--- src/rtl/chip_valve_sequencer.sv ---
// Valve-control sequencer for the N-chamber ChIP chip.
// Takes one fluidic operation at a time over a valid/ready port and drives
// the pneumatic control lines. Valve polarity: 1 = pressurised = closed.
module chip_valve_sequencer #(
    parameter int N_INLETS      = 5,
    parameter int N_CHAMBERS    = 10,
    parameter int CNT_W         = 16,
    parameter int PHASE_CYCLES  = 4,
    parameter int SETTLE_CYCLES = 2
) (
    input  logic                  clk,
    input  logic                  rst,
    input  logic                  cmd_valid,
    output logic                  cmd_ready,
    input  logic [1:0]            cmd_op,
    input  logic [7:0]            cmd_sel,
    input  logic [CNT_W-1:0]      cmd_count,
    input  logic                  abort,
    output logic [N_INLETS-1:0]   inlet_ctrl,
    output logic                  prep_inlet_ctrl,
    output logic                  prep_outlet_ctrl,
    output logic                  stage_in_ctrl,
    output logic                  stage_out_ctrl,
    output logic                  sieve_ctrl,
    output logic [N_CHAMBERS-1:0] collect_ctrl,
    output logic [2:0]            pump,
    output logic                  busy,
    output logic                  done,
    output logic                  err
);

    // Run counter counts clocks for LOAD/COLLECT/FLUSH and pump phases for
    // PUMP; two extra bits hold count*3 without wrapping at the maximum count.
    localparam int RUN_W = CNT_W + 2;
    localparam int PC_W  = (PHASE_CYCLES > 1) ? $clog2(PHASE_CYCLES) : 1;
    localparam int ST_W  = (SETTLE_CYCLES > 1) ? $clog2(SETTLE_CYCLES) : 1;

    localparam logic [1:0] OP_LOAD    = 2'd0;
    localparam logic [1:0] OP_PUMP    = 2'd1;
    localparam logic [1:0] OP_COLLECT = 2'd2;
    localparam logic [1:0] OP_FLUSH   = 2'd3;

    typedef enum logic [1:0] {
        S_IDLE,
        S_RUN,
        S_DRAIN
    } state_t;

    state_t            state_reg, state_next;
    logic [1:0]        op_reg, op_next;
    logic [7:0]        sel_reg, sel_next;
    logic [RUN_W-1:0]  run_cnt_reg, run_cnt_next;
    logic [PC_W-1:0]   pc_reg, pc_next;
    logic [1:0]        phase_reg, phase_next;
    logic [ST_W-1:0]   settle_reg, settle_next;
    logic              aborted_reg, aborted_next;

    logic [N_INLETS-1:0]   inlet_next;
    logic [N_CHAMBERS-1:0] collect_next;
    logic                  prep_inlet_next, prep_outlet_next;
    logic                  stage_in_next, stage_out_next, sieve_next;
    logic [2:0]            pump_next;
    logic                  ready_next, busy_next, done_next, err_next;

    logic [RUN_W-1:0]      cnt_ext, cnt_x3;
    logic                  cmd_bad, tick, run_open;
    logic [N_INLETS-1:0]   inlet_hit;
    logic [N_CHAMBERS-1:0] chamber_hit;

    assign cnt_ext = {2'b00, cmd_count};
    assign cnt_x3  = (cnt_ext << 1) + cnt_ext;

    assign cmd_bad = (cmd_count == '0)
                  || ((cmd_op == OP_LOAD)    && ({24'd0, cmd_sel} >= 32'(N_INLETS)))
                  || ((cmd_op == OP_COLLECT) && ({24'd0, cmd_sel} >= 32'(N_CHAMBERS)));

    // A counter tick is every clock for plain ops, end of each phase for PUMP.
    assign tick = (op_reg != OP_PUMP) || (pc_reg == PC_W'(PHASE_CYCLES - 1));

    // Decode the selector that will be in effect next cycle.
    genvar gi;
    generate
        for (gi = 0; gi < N_INLETS; gi++) begin : g_inlet_dec
            assign inlet_hit[gi] = (sel_next == 8'(gi));
        end
        for (gi = 0; gi < N_CHAMBERS; gi++) begin : g_chamber_dec
            assign chamber_hit[gi] = (sel_next == 8'(gi));
        end
    endgenerate

    // Next-state, counter and registered-output computation.
    always_comb begin
        state_next   = state_reg;
        op_next      = op_reg;
        sel_next     = sel_reg;
        run_cnt_next = run_cnt_reg;
        pc_next      = pc_reg;
        phase_next   = phase_reg;
        settle_next  = settle_reg;
        aborted_next = aborted_reg;
        done_next    = 1'b0;
        err_next     = 1'b0;

        case (state_reg)
            S_IDLE: begin
                if (cmd_valid) begin
                    if (cmd_bad) begin
                        err_next = 1'b1;
                    end else begin
                        state_next   = S_RUN;
                        op_next      = cmd_op;
                        sel_next     = cmd_sel;
                        run_cnt_next = (cmd_op == OP_PUMP) ? cnt_x3 : cnt_ext;
                        pc_next      = '0;
                        phase_next   = 2'd0;
                        aborted_next = 1'b0;
                    end
                end
            end
            S_RUN: begin
                if (abort) begin
                    state_next   = S_DRAIN;
                    aborted_next = 1'b1;
                    settle_next  = ST_W'(SETTLE_CYCLES - 1);
                end else if (tick) begin
                    if (run_cnt_reg == RUN_W'(1)) begin
                        state_next  = S_DRAIN;
                        settle_next = ST_W'(SETTLE_CYCLES - 1);
                    end else begin
                        run_cnt_next = run_cnt_reg - RUN_W'(1);
                        pc_next      = '0;
                        phase_next   = (phase_reg == 2'd2) ? 2'd0 : phase_reg + 2'd1;
                    end
                end else begin
                    pc_next = pc_reg + PC_W'(1);
                end
            end
            S_DRAIN: begin
                if (settle_reg == '0) begin
                    state_next = S_IDLE;
                    done_next  = !aborted_reg;
                    err_next   = aborted_reg;
                end else begin
                    settle_next = settle_reg - ST_W'(1);
                end
            end
            default: state_next = S_IDLE;
        endcase

        run_open         = (state_next == S_RUN);
        inlet_next       = ~(inlet_hit & {N_INLETS{run_open && (op_next == OP_LOAD)}});
        collect_next     = ~(chamber_hit & {N_CHAMBERS{run_open && (op_next == OP_COLLECT)}});
        prep_inlet_next  = !(run_open && (op_next == OP_LOAD));
        prep_outlet_next = !(run_open && (op_next == OP_FLUSH));
        stage_in_next    = !(run_open && (op_next == OP_PUMP));
        stage_out_next   = !(run_open && ((op_next == OP_PUMP) || (op_next == OP_FLUSH)));
        sieve_next       = !(run_open && (op_next == OP_COLLECT));
        pump_next        = 3'b111;
        if (run_open && (op_next == OP_PUMP)) begin
            case (phase_next)
                2'd0:    pump_next = 3'b110;
                2'd1:    pump_next = 3'b101;
                default: pump_next = 3'b011;
            endcase
        end
        ready_next = (state_next == S_IDLE);
        busy_next  = (state_next != S_IDLE);
    end

    // State and counter registers; reset returns to idle with counters cleared.
    always_ff @(posedge clk or posedge rst) begin
        if (rst) begin
            state_reg   <= S_IDLE;
            op_reg      <= OP_LOAD;
            sel_reg     <= '0;
            run_cnt_reg <= '0;
            pc_reg      <= '0;
            phase_reg   <= 2'd0;
            settle_reg  <= '0;
            aborted_reg <= 1'b0;
        end else begin
            state_reg   <= state_next;
            op_reg      <= op_next;
            sel_reg     <= sel_next;
            run_cnt_reg <= run_cnt_next;
            pc_reg      <= pc_next;
            phase_reg   <= phase_next;
            settle_reg  <= settle_next;
            aborted_reg <= aborted_next;
        end
    end

    // Output registers; reset closes every valve at once.
    always_ff @(posedge clk or posedge rst) begin
        if (rst) begin
            inlet_ctrl       <= '1;
            prep_inlet_ctrl  <= 1'b1;
            prep_outlet_ctrl <= 1'b1;
            stage_in_ctrl    <= 1'b1;
            stage_out_ctrl   <= 1'b1;
            sieve_ctrl       <= 1'b1;
            collect_ctrl     <= '1;
            pump             <= 3'b111;
            cmd_ready        <= 1'b1;
            busy             <= 1'b0;
            done             <= 1'b0;
            err              <= 1'b0;
        end else begin
            inlet_ctrl       <= inlet_next;
            prep_inlet_ctrl  <= prep_inlet_next;
            prep_outlet_ctrl <= prep_outlet_next;
            stage_in_ctrl    <= stage_in_next;
            stage_out_ctrl   <= stage_out_next;
            sieve_ctrl       <= sieve_next;
            collect_ctrl     <= collect_next;
            pump             <= pump_next;
            cmd_ready        <= ready_next;
            busy             <= busy_next;
            done             <= done_next;
            err              <= err_next;
        end
    end

endmodule

--- config.mk ---
export PLATFORM = sky130hd
export DESIGN_NAME = chip_valve_sequencer
export DESIGN_NICKNAME = d
export VERILOG_FILES = /design/src/rtl/chip_valve_sequencer.sv
export SDC_FILE = /design/constraint.sdc
export NUM_CORES = 1
export LEC_CHECK = 0
export ABC_AREA = 1
export BUFFER_PORTS_ARGS = -buffer_cell sky130_fd_sc_hd__buf_2
export CAP_MARGIN = 15
export CORE_ASPECT_RATIO = 2
export CORE_UTILIZATION = 47
export CTS_CLUSTER_SIZE = 16
export DETAILED_ROUTE_END_ITERATION = 7
export PLACE_DENSITY = 0.73
export SLEW_MARGIN = 10
export SYNTH_ARGS = -nofsm -noshare
export SYNTH_HDL_FRONTEND = slang
export SYNTH_SLANG_ARGS = --single-unit
--- constraint.sdc ---
create_clock -name clk -period 3.1 [get_ports clk]
set_input_delay 0.62 -clock clk [delete_from_list [all_inputs] [get_ports clk]]
set_output_delay 0.62 -clock clk [all_outputs]
set_load 0.005 [all_outputs]
==> Word level (Yosys, flattened, before mapping) <==
Cells that the tools add are included.
{ "totals": {"wordCells": 143, "input_bits": 30, "register_bits": 63, "out_inout_bits": 27} }
{ "op_classes": {"order_cmp": 2, "reduce_logical": 31, "muxes": 50, "n_bitwise": 4, "n_addsub": 5, "n_eq_ne": 31} }
{ "op_table": {"columns": ["cell", "n"], "rows": [
  ["two-way mux 18 bit", 6],
  ["two-way mux 2 bit", 20],
  ["one-hot mux 18 bit (2 select lines)", 1],
  ["== test 8 x 3 -> 1 bit (second input constant)", 4],
  ["two-way mux 8 bit", 3],
  ["adder 17 x 16 -> 18 bit", 1],
  ["== test 18 x 1 -> 1 bit (second input constant)", 1],
  ["subtractor 18 x 1 -> 18 bit (second input constant)", 1],
  ["== test 8 x 2 -> 1 bit (second input constant)", 2],
  ["== test 8 x 4 -> 1 bit (second input constant)", 2],
  ["logical NOT 16 bit", 1],
  ["== test 2 bit (second input constant)", 6],
  ["two-way mux 1 bit", 12],
  ["!= test 2 bit (second input constant)", 6],
  ["bitwise AND 10 bit", 1],
  ["== test 2 x 1 -> 1 bit (second input constant)", 5],
  ["logical NOT 2 bit", 5],
  ["inverter 10 bit", 1],
  ["!= test 3 bit (second input constant)", 3],
  ["== test 8 x 1 -> 1 bit (second input constant)", 1],
  [">= comparator 8 x 3 -> 1 bit (second input constant)", 1],
  [">= comparator 8 x 4 -> 1 bit (second input constant)", 1],
  ["logical NOT 8 bit", 1],
  ["one-hot mux 2 bit (2 select lines)", 2],
  ["17 further kinds", 36]
]} }

==> Logic depth before layout (Yosys ltp) <==
Gate-level depths: netlist of run 1.
{ "logic_depth": {"ltp_word": 11, "ltp_mapped": 14, "ltp_nobuf": 14} }

==> Least setup slack after synthesis of run 1 <==
Ideal clock, no wire load.
{ "synth_timing": {"path_type": "in2reg", "start": "input cmd_count[0]", "end": "register run_cnt_reg[9]", "setup_slack_ps": 1030, "path_buffers": 0, "path_stages": 13, "t_arrival_ps": 1946, "cell_sequence": "ha_1 > inv_1 > fa_1 > inv_1 > nand3_1 > nand2_1 > nand2_1 > nand2_1 > nand2_1 > nand3_1 > nand2_1 > o21ai_0 > a21oi_1"} }
{ "synth_between": {"elab_chain_len": 5, "elab_cells_between_ends": 10, "cone_classes": "add/sub: 1; eq/ne: 1; mux: 4; reduce/logical: 4"} }
{ "synth_lines": {"columns": ["element", "line_no", "source"], "rows": [
  ["start: declaration", "17", "input logic [CNT_W-1:0] cmd_count,"],
  ["adder 17 x 16 -> 18 bit / logical NOT 16 bit (equally long branches)", "71, 73", null],
  ["two-way mux 18 bit / logical OR 1 bit (equally long branches)", "113, 74", null],
  ["two-way mux 18 bit / logical OR 1 bit (equally long branches)", "107, 75", null],
  ["two-way mux 18 bit / != test 2 bit (equally long branches)", null, null],
  ["one-hot mux 18 bit (2 select lines) / AND reduction 6 bit (equally long branches)", null, null],
  ["end signal: assignment", "185", "run_cnt_reg <= run_cnt_next;"],
  ["end: declaration", "52", "logic [RUN_W-1:0] run_cnt_reg, run_cnt_next;"]
]} }
Several ways; a longest one is shown, not always the timed one. The select of a mux whose other input is x is not followed.
A chain may end at the register's enable or synchronous reset.

==> Final worst setup path of run 1 <==
{ "layout_timing": {"start": "input cmd_count[14]", "end": "register inlet_ctrl[1]"} }
{ "layout_between": {"elab_chain_len": 10, "elab_cells_between_ends": 18, "cone_classes": "eq/ne: 2; mux: 9; bitwise: 2; reduce/logical: 5"} }
{ "layout_lines": {"columns": ["element", "line_no", "source"], "rows": [
  ["logical NOT 16 bit", "73", "assign cmd_bad = (cmd_count == '0)"],
  ["logical OR 1 bit", "74", "|| ((cmd_op == OP_LOAD) && ({24'd0, cmd_sel} >= 32'(N_INLETS)))"],
  ["logical OR 1 bit", "75", "|| ((cmd_op == OP_COLLECT) && ({24'd0, cmd_sel} >= 32'(N_CHAMBERS)));"],
  ["two-way mux 2 bit", "107", "if (cmd_bad) begin"],
  ["two-way mux 2 bit", "106", "if (cmd_valid) begin"],
  ["one-hot mux 2 bit (3 select lines)", "104", "case (state_reg)"],
  ["named net state_next[0]", "49", "state_t state_reg, state_next;"],
  ["== test 2 x 1 -> 1 bit", "150", "run_open = (state_next == S_RUN);"],
  ["logical AND 1 bit", "151", "inlet_next = ~(inlet_hit & {N_INLETS{run_open && (op_next == OP_LOAD)}});"],
  ["bitwise AND 5 bit", "151", null],
  ["inverter 5 bit", "151", null],
  ["named net inlet_next[1]", "58", "logic [N_INLETS-1:0] inlet_next;"],
  ["end signal: assignment", "209", "inlet_ctrl <= inlet_next;"],
  ["end: declaration", "19", "output logic [N_INLETS-1:0] inlet_ctrl,"]
]} }
The timed path passes the listed nets, and every way through them passes these cells.

==> metrics, run 1 <==
outcome complete, but fails checks; violated checks DRC; number of DRC markers after the initial detailed-route iteration 253; cells taking the most area after synthesis dfrtp_1 22%, dfstp_2 14%, nand2_1 11%; Syn Nets 666; number of cells upsized or downsized after cts 0; Final nets 727; transition at the pin with the smallest max-transition slack 0.628 ns; Setup Crit Path Kind primary input to flip-flop; row count 50; drt wl/cell between 10 and 15 um; # hold bufs at CTS 0; Yosys reg bits 63; Final Max Tran Viols 0; number of H-tree branching levels 3; logic depth of the worst register-to-register path 8; number of warning messages in the yosys log 0; Clock Tree Root clkbuf_16; overall power consumption 3.73 mW; path class of the lowest-slack min-delay path primary input to async pin; die width 71.0 um; Boundary Pins 57; CP endpoint kind flip-flop; endpoint of the most critical register-to-register path inlet_ctrl[1]; met2 usage 44.6%; crit path time final about 2.2 ns; post-synth top area share 21.8%; TritonCTS clock tree yes; library cell occupying the most area in the post-synthesis netlist dfrtp_1; average cell area after synthesis ~7.4 um2; Worst Path Max Fanout 19; met3 Usage GRT 3.88%; share of total power in combinational logic 39.5%; Clock Skews 0.00264 ns; FF/Latch Area between 1500 and 2000 um2; crit path to inlet_ctrl[1]; vias in the first global route 4038; share of synthesized registers carrying an async set or reset 100%; Final WS setup 0.917 ns; most frequently used flop master after synthesis dfrtp_1; leakage power total 2.58 nW; Max Buffers Root-to-Sink 2; antenna fix cells 0; wire length of the first global-routing pass 18200 um; gr ovfl total 0; number of enable flip-flop cells after synthesis 0; ratio of final minimum period to clock period 70.4%; maximum number of pins on one net before global-route repair 32; drc violations 8; dpl cell area slightly below 5000 um2; FF-to-FF setup slack 1.08 ns; area inside the core boundary 9320 um2; worst reg2reg startpoint state_reg[0]; clock network fraction of design power 26.0%; most common library cells after synthesis 126 x nand2_1, 93 x inv_1, 57 x nor2_1, 53 x a21oi_1, 46 x nand3_1; internal power 2.21 mW; share of layout cells above drive strength 1 20.5%; met1 Use GR between 20% and 30%; worst ir drop on vdd between 300 and 400 uV; sequential share of power 34.5%; type of origin of the critical path primary input; setup bufs post-CTS 0; area occupied by multi-input gates 2380 um2; worst slack after detailed placement 0.606 ns; max reg flops 18; Post-Syn Area 4480 um2; critical path required time 3.33 ns; total global-route track usage 23.4%; HPWL Detailed ~8600 um; CTS Buf Count 9; launching instance or port of the critical path cmd_count[14]; final weighted congestion in routability-driven placement 0.931; top-count cell post-synth nand2_1; final setup TNS 0 ns; fraction of power spent switching nets 40.8%; via count 4165; max capacitance violation total 0; Die H 140 um; sequential-to-total area share from yosys stat 35.9%; synthesis-to-layout area growth 14.6%; fillers 907; number of placed instances with taps included about 760; power density over the cells between 700 and 800 nW/um2; source-to-sink clock delay at the later pin of the worst-skew pair 0.33 ns; number of nets still failing antenna checks after routing 0; number of antenna violations at the first check in global routing 0; RSZ-0062 raised after global routing false; utilization of the core after routing 55.1%; Hold Vio Cnt, Final 0; final instance area 5130 um2; number of port buffers 56; starting density of the core 48.0%; total detailed-routing wirelength 11000 um; setup violation total in the final timing report 0; busiest grt layer met2; final-layout worst hold slack 0.367 ns; overall die area 9950 um2; clk sink count 63; Highest Clock Rate 0.458 GHz; clock transition at the register clock pins on the worst setup and hold paths after CTS 0.05 ns; Synth Instances 608; First-pass DRT Iterations 7; sw power 1.52 mW; via/cell ratio about 5.4; Slew headroom 58.0%; fin cells 778; number of unique standard cell types used by synthesis 48; data arrival time at the worst-slack endpoint roughly 2.4 ns
[worst max-delay path, stage by stage]
cell and delay [ns]:
buf_2 0.11, inv_1 0.07, ha_1 0.24, nand4_1 0.10, or2_0 0.24, nand3_4 0.26
nand2_2 0.29, nand2_2 0.11, nor2_1 0.24, nand4_1 0.13
[per-layer routing]
| layer | wire (um) | vias up |
|---|---|---|
| met5 | 0 | - |
| met1 | 3900 | 1904 |
| met2 | 6210 | 123 |
| met3 | 368 | 32 |
| met4 | 497 | 0 |
| li1 | - | 2106 |
[power groups by stage]
stage	clock (mW)	sequential, mW	combinational (mW)
6_report	0.968	1.29	1.47
4_1_cts	0.978	1.28	1.47
2_1_floorplan	0	1.25	1.12
5_1_grt	1.02	1.32	1.66
3_3_place_gp	0	1.28	1.42
3_5_place_dp	0	1.29	1.46
[area by class of cell]
type,instances,share of cell area (%)
clock buffer,14,5.53
clock inverter,2,0.244
inverter,97,7.14
multi-input combinational,433,46.5
sequential,63,31.3
tap,104,2.54
timing repair buffer,65,6.78
[layout by cell type, fill, tap and decap left out, types with 3 or more instances in the layout]
cell type,count
a21oi_1,53
nand2_2,10
clkbuf_8,4
buf_4,9
nand3_1,46
ha_1,27
nor2_4,4
inv_2,3
nor3_1,6
nor2_1,57
clkbuf_16,9
o21ai_0,28
xor2_1,7
inv_1,92
nand2_1,126
dfrtp_1,39
nand4_1,29
dfstp_2,24
o211ai_1,3
buf_2,56
nand3_2,4
[worst min-delay path by stage]
stage | start | end | slack [ns]
6_report | rst | state_reg[0] | 0.37
5_1_grt | rst | aborted_reg | 0.43
4_1_cts | rst | aborted_reg | 0.39
3_5_place_dp | aborted_reg | done | 0.43
3_3_place_gp | aborted_reg | done | 0.42
2_1_floorplan | aborted_reg | done | 0.41
[kinds of logic after synthesis]
| group | after synthesis | share of synthesized area (%) |
|---|---|---|
| buffers and inverters | 112 | 10.9 |
| AND/OR/NAND/NOR | 296 | 31.3 |
| AO/OA/AOI/OAI | 101 | 12.4 |
| XOR/XNOR | 8 | 1.56 |
| flip-flops | 63 | 35.9 |
| adder cells (fa/ha/maj) | 28 | 7.99 |
No activity file was read; power rests on OpenSTA's default activity.
==> run 2: changes to the inputs <==
ABC_AREA = 0   (was 1)
PLACE_DENSITY = 0.76   (was 0.73)
clock period = 1.96 ns   (was 3.1 ns; I/O delays follow)
==> run 2 against run 1 <==
  * The flow finishes with violations (setup timing)
  * Clock skew grew 0.0047 ns
  * Sequential cell count is the same
  * Setup slack lost 1.3 ns
  * Final cell count grew 1.5%
  * Via count grew 11%
  * Critical path type is now flip-flop to flip-flop
==> metrics, run 2 <==
source-to-sink clock delay at the later pin of the worst-skew pair 0.33 ns (about the same); critical path required time 2.23 ns (-1.10 ns); share of total power in combinational logic 42.2% (+2.7 points); vias in the first global route 4812 (+19%); row count 47 (-6.0%); Yosys reg bits 63 (unchanged); Setup Crit Path Kind flip-flop to flip-flop; number of warning messages in the yosys log 0 (unchanged); number of buffers and inverters on the critical path 1 (-1); type of origin of the critical path flip-flop; sw power 2.21 mW (+45%); clock transition at the register clock pins on the worst setup and hold paths after CTS 0.06 ns (about the same); power density over the cells 1000 nW/um2 (+38%); Highest Clock Rate roughly 0.43 GHz; via/cell ratio 5.83 (+8.9%); total detailed-routing wirelength 14100 um (+28%); crit path to collect_ctrl[1]; most frequently used flop master after synthesis dfrtp_1; highest-delay cell along the critical path or4_4; # hold bufs at CTS 0 (unchanged); Final Max Tran Viols 0 (unchanged); ratio of final minimum period to clock period 120%; met3 routed wirelength 559 um (+52%); number of antenna violations at the first check in global routing 0 (unchanged); First-pass DRT Iterations 5 (-2); path class of the lowest-slack min-delay path primary input to async pin; leakage power total 2.96 nW (+14%); post-synth top area share 23.7% (+1.9 points); antenna fix cells 0 (unchanged); wire length of the first global-routing pass 21800 um (+20%); Hold Vio Cnt, Final 0 (unchanged); FF-to-FF setup slack -0.39 ns (-1.47 ns); number of port buffers 56 (unchanged); setup violation total in the final timing report 48 (+48); sequential-to-total area share from yosys stat 39.1% (+3.2 points); sequential share of power 29.9% (-4.6 points); share of synthesized registers carrying an async set or reset 100% (unchanged); average cell area after synthesis 8.46 um2 (+15%); M1 wire length 4280 um (+9.7%); Clock Skews 0.00737 ns (+0.00473 ns); Die H 134 um (-4.1%); number of DRC markers after the initial detailed-route iteration 271 (+7.1%); Clock Tree Root clkbuf_16; total global-route track usage 32.5% (+9.1 points); highest routed metal layer met4; starting density of the core 49.2% (+1.2 points); worst ir drop on vdd 504 uV (+42%); Synth Instances 486 (-20%); number of H-tree branching levels 3 (unchanged); worst reg2reg startpoint run_cnt_reg[7]; number of nets still failing antenna checks after routing 0 (unchanged); via count 4605 (+11%); peak per-stage delay on the critical path 0.55 ns (+0.26 ns); crit-path most repeated cell or3_4; synthesis-to-layout area growth 54.2%; overall power consumption 6.37 mW (+71%); Post-Syn Area 4110 um2 (-8.2%); max reg flops 18 (unchanged); internal power 4.16 mW (+88%); Max Buffers Root-to-Sink 2 (unchanged); drc violations 0 (-8); Final WS setup -0.393 ns (-1.31 ns); number of enable flip-flop cells after synthesis 0 (unchanged); endpoint of the most critical register-to-register path collect_ctrl[1]; share of layout cells above drive strength 1 46.0% (+25 points); clk sink count 63 (unchanged); final weighted congestion in routability-driven placement 0.955 (+2.5%); number of unique standard cell types used by synthesis 60 (+25%); cells taking the most area after synthesis dfrtp_1 24%, dfstp_2 15%, ha_1 8.2%; crit path time final approximately 2.4 ns; violated checks setup timing; fraction of power spent switching nets 34.7% (-6.1 points); cell depth of the worst setup path 8 (-2); TritonCTS clock tree yes; outcome complete, but fails checks; Boundary Pins 57 (unchanged); most common cell after layout, fill and taps aside buf_4; HPWL Detailed 10300 um (+20%); CP endpoint kind flip-flop; logic depth of the worst register-to-register path 8 (unchanged); maximum number of pins on one net before global-route repair 48 (+50%); most used cells in the layout excluding fill and tap cells 136 x buf_4, 77 x nand2_1, 56 x buf_2; category of cells accounting for the largest share of critical-path delay simple AND/OR/NAND/NOR gates; Syn Nets 544 (-18%); clock network fraction of design power 27.8% (+1.8 points); RSZ-0062 raised after global routing true; Worst Path Max Fanout 4 (-15); area inside the core boundary 8350 um2 (-10%); library cell occupying the most area in the post-synthesis netlist dfrtp_1; total length of routed met2 wires 7850 um (+26%); overall die area 9150 um2 (-8.0%); cell-by-cell listing of the critical path or4_4 -> or3_4 -> or3_4 -> and4b_4 -> a21o_4 -> clkinv_4 -> nor2_4 -> nand2_1; transition at the pin with the smallest max-transition slack 0.473 ns (-0.155 ns); CTS Buf Count 9 (unchanged); Final nets 745 (+2.5%); launching instance or port of the critical path run_cnt_reg[7]; utilization of the core after routing 75.9% (+21 points); most common library cells after synthesis 80 x nand2_1, 40 x nor2_1, 39 x dfrtp_1, 33 x o21ai_0, 31 x a21oi_1; Slew headroom 68.3% (+10 points); drt wl/cell 17.8 um (+26%); top-count cell post-synth nand2_1; data arrival time at the worst-slack endpoint 2.62 ns (+0.20 ns); max capacitance violation total 0 (unchanged); gr ovfl total 0 (unchanged); die width 68.1 um (-4.1%)
-- run 2: area by class of cell --
cell class / count / area, um2
clock buffers: 13 / 270
clock inverters: 3 / 65.1
fillers: 574 / 2010
inverters: 31 / 121
multi-input cells: 375 / 2670
flip-flops and latches: 63 / 1610
well taps: 98 / 123
repair buffers: 207 / 1490
-- run 2: what timing repair did --
item	CTS	global route
pin swaps	12	8
endpoints found under the setup margin	48	49
resized for setup	33	22
cloned	1	0
endpoints found under the hold margin	0	0
buffers inserted	9	2
-- run 2: stage by stage --
step                TNS (ns)  area [um2]  hold slack (ns)  worst slack, ns  instances
floorplan             -17.46        4270            0.425           -0.537        486
global placement      -22.09        5660            0.391           -0.663        763
detailed placement    -23.93        5660            0.392           -0.730        763
CTS                   -13.64        6220           0.0377           -0.372        789
global route          -16.80        6340           0.0674           -0.474        790
finish                -14.76        6340           0.0376           -0.393        790
-- run 2: cells by family (layout without fill, tap and decap cells) --
| logic type | after synthesis | after routing | synth area share [%] |
|---|---|---|---|
| flops | 63 | 63 | 39.1 |
| compound gates | 134 | 134 | 21.7 |
| buf+inv | 49 | 254 | 4.93 |
| xor+xnor | 8 | 8 | 1.70 |
| simple gates | 204 | 205 | 23.9 |
| fa+ha+maj | 28 | 28 | 8.70 |
-- run 2: how the worst min path moves through the flow --
stage | from | end | slack, ns | depth (start not counted)
after global routing | rst | phase_reg[0] | 0.07 | 2
after detailed placement | rst | phase_reg[1] | 0.39 | 2
final | rst | phase_reg[0] | 0.04 | 2
after global placement | rst | phase_reg[1] | 0.39 | 2
after CTS | rst | phase_reg[0] | 0.04 | 2
after floorplan | aborted_reg | done | 0.43 | 1
-- run 2: power by group through the flow --
stage / registers, mW / logic (mW) / clock network (mW)
2_1_floorplan: 1.92 / 1.24 / 0
3_3_place_gp: 1.87 / 2.29 / 0
3_5_place_dp: 1.90 / 2.37 / 0
4_1_cts: 1.89 / 2.55 / 1.79
5_1_grt: 1.95 / 2.92 / 1.86
6_report: 1.90 / 2.69 / 1.77
-- run 2: layer usage --
| metal | vias up | global-route usage [%] |
|---|---|---|
| li1 | 2152 | - |
| met1 | 2171 | 27.2 |
| met2 | 191 | 58.3 |
| met3 | 91 | 5.70 |
| met4 | 0 | 31.3 |
| met5 | - | 0 |
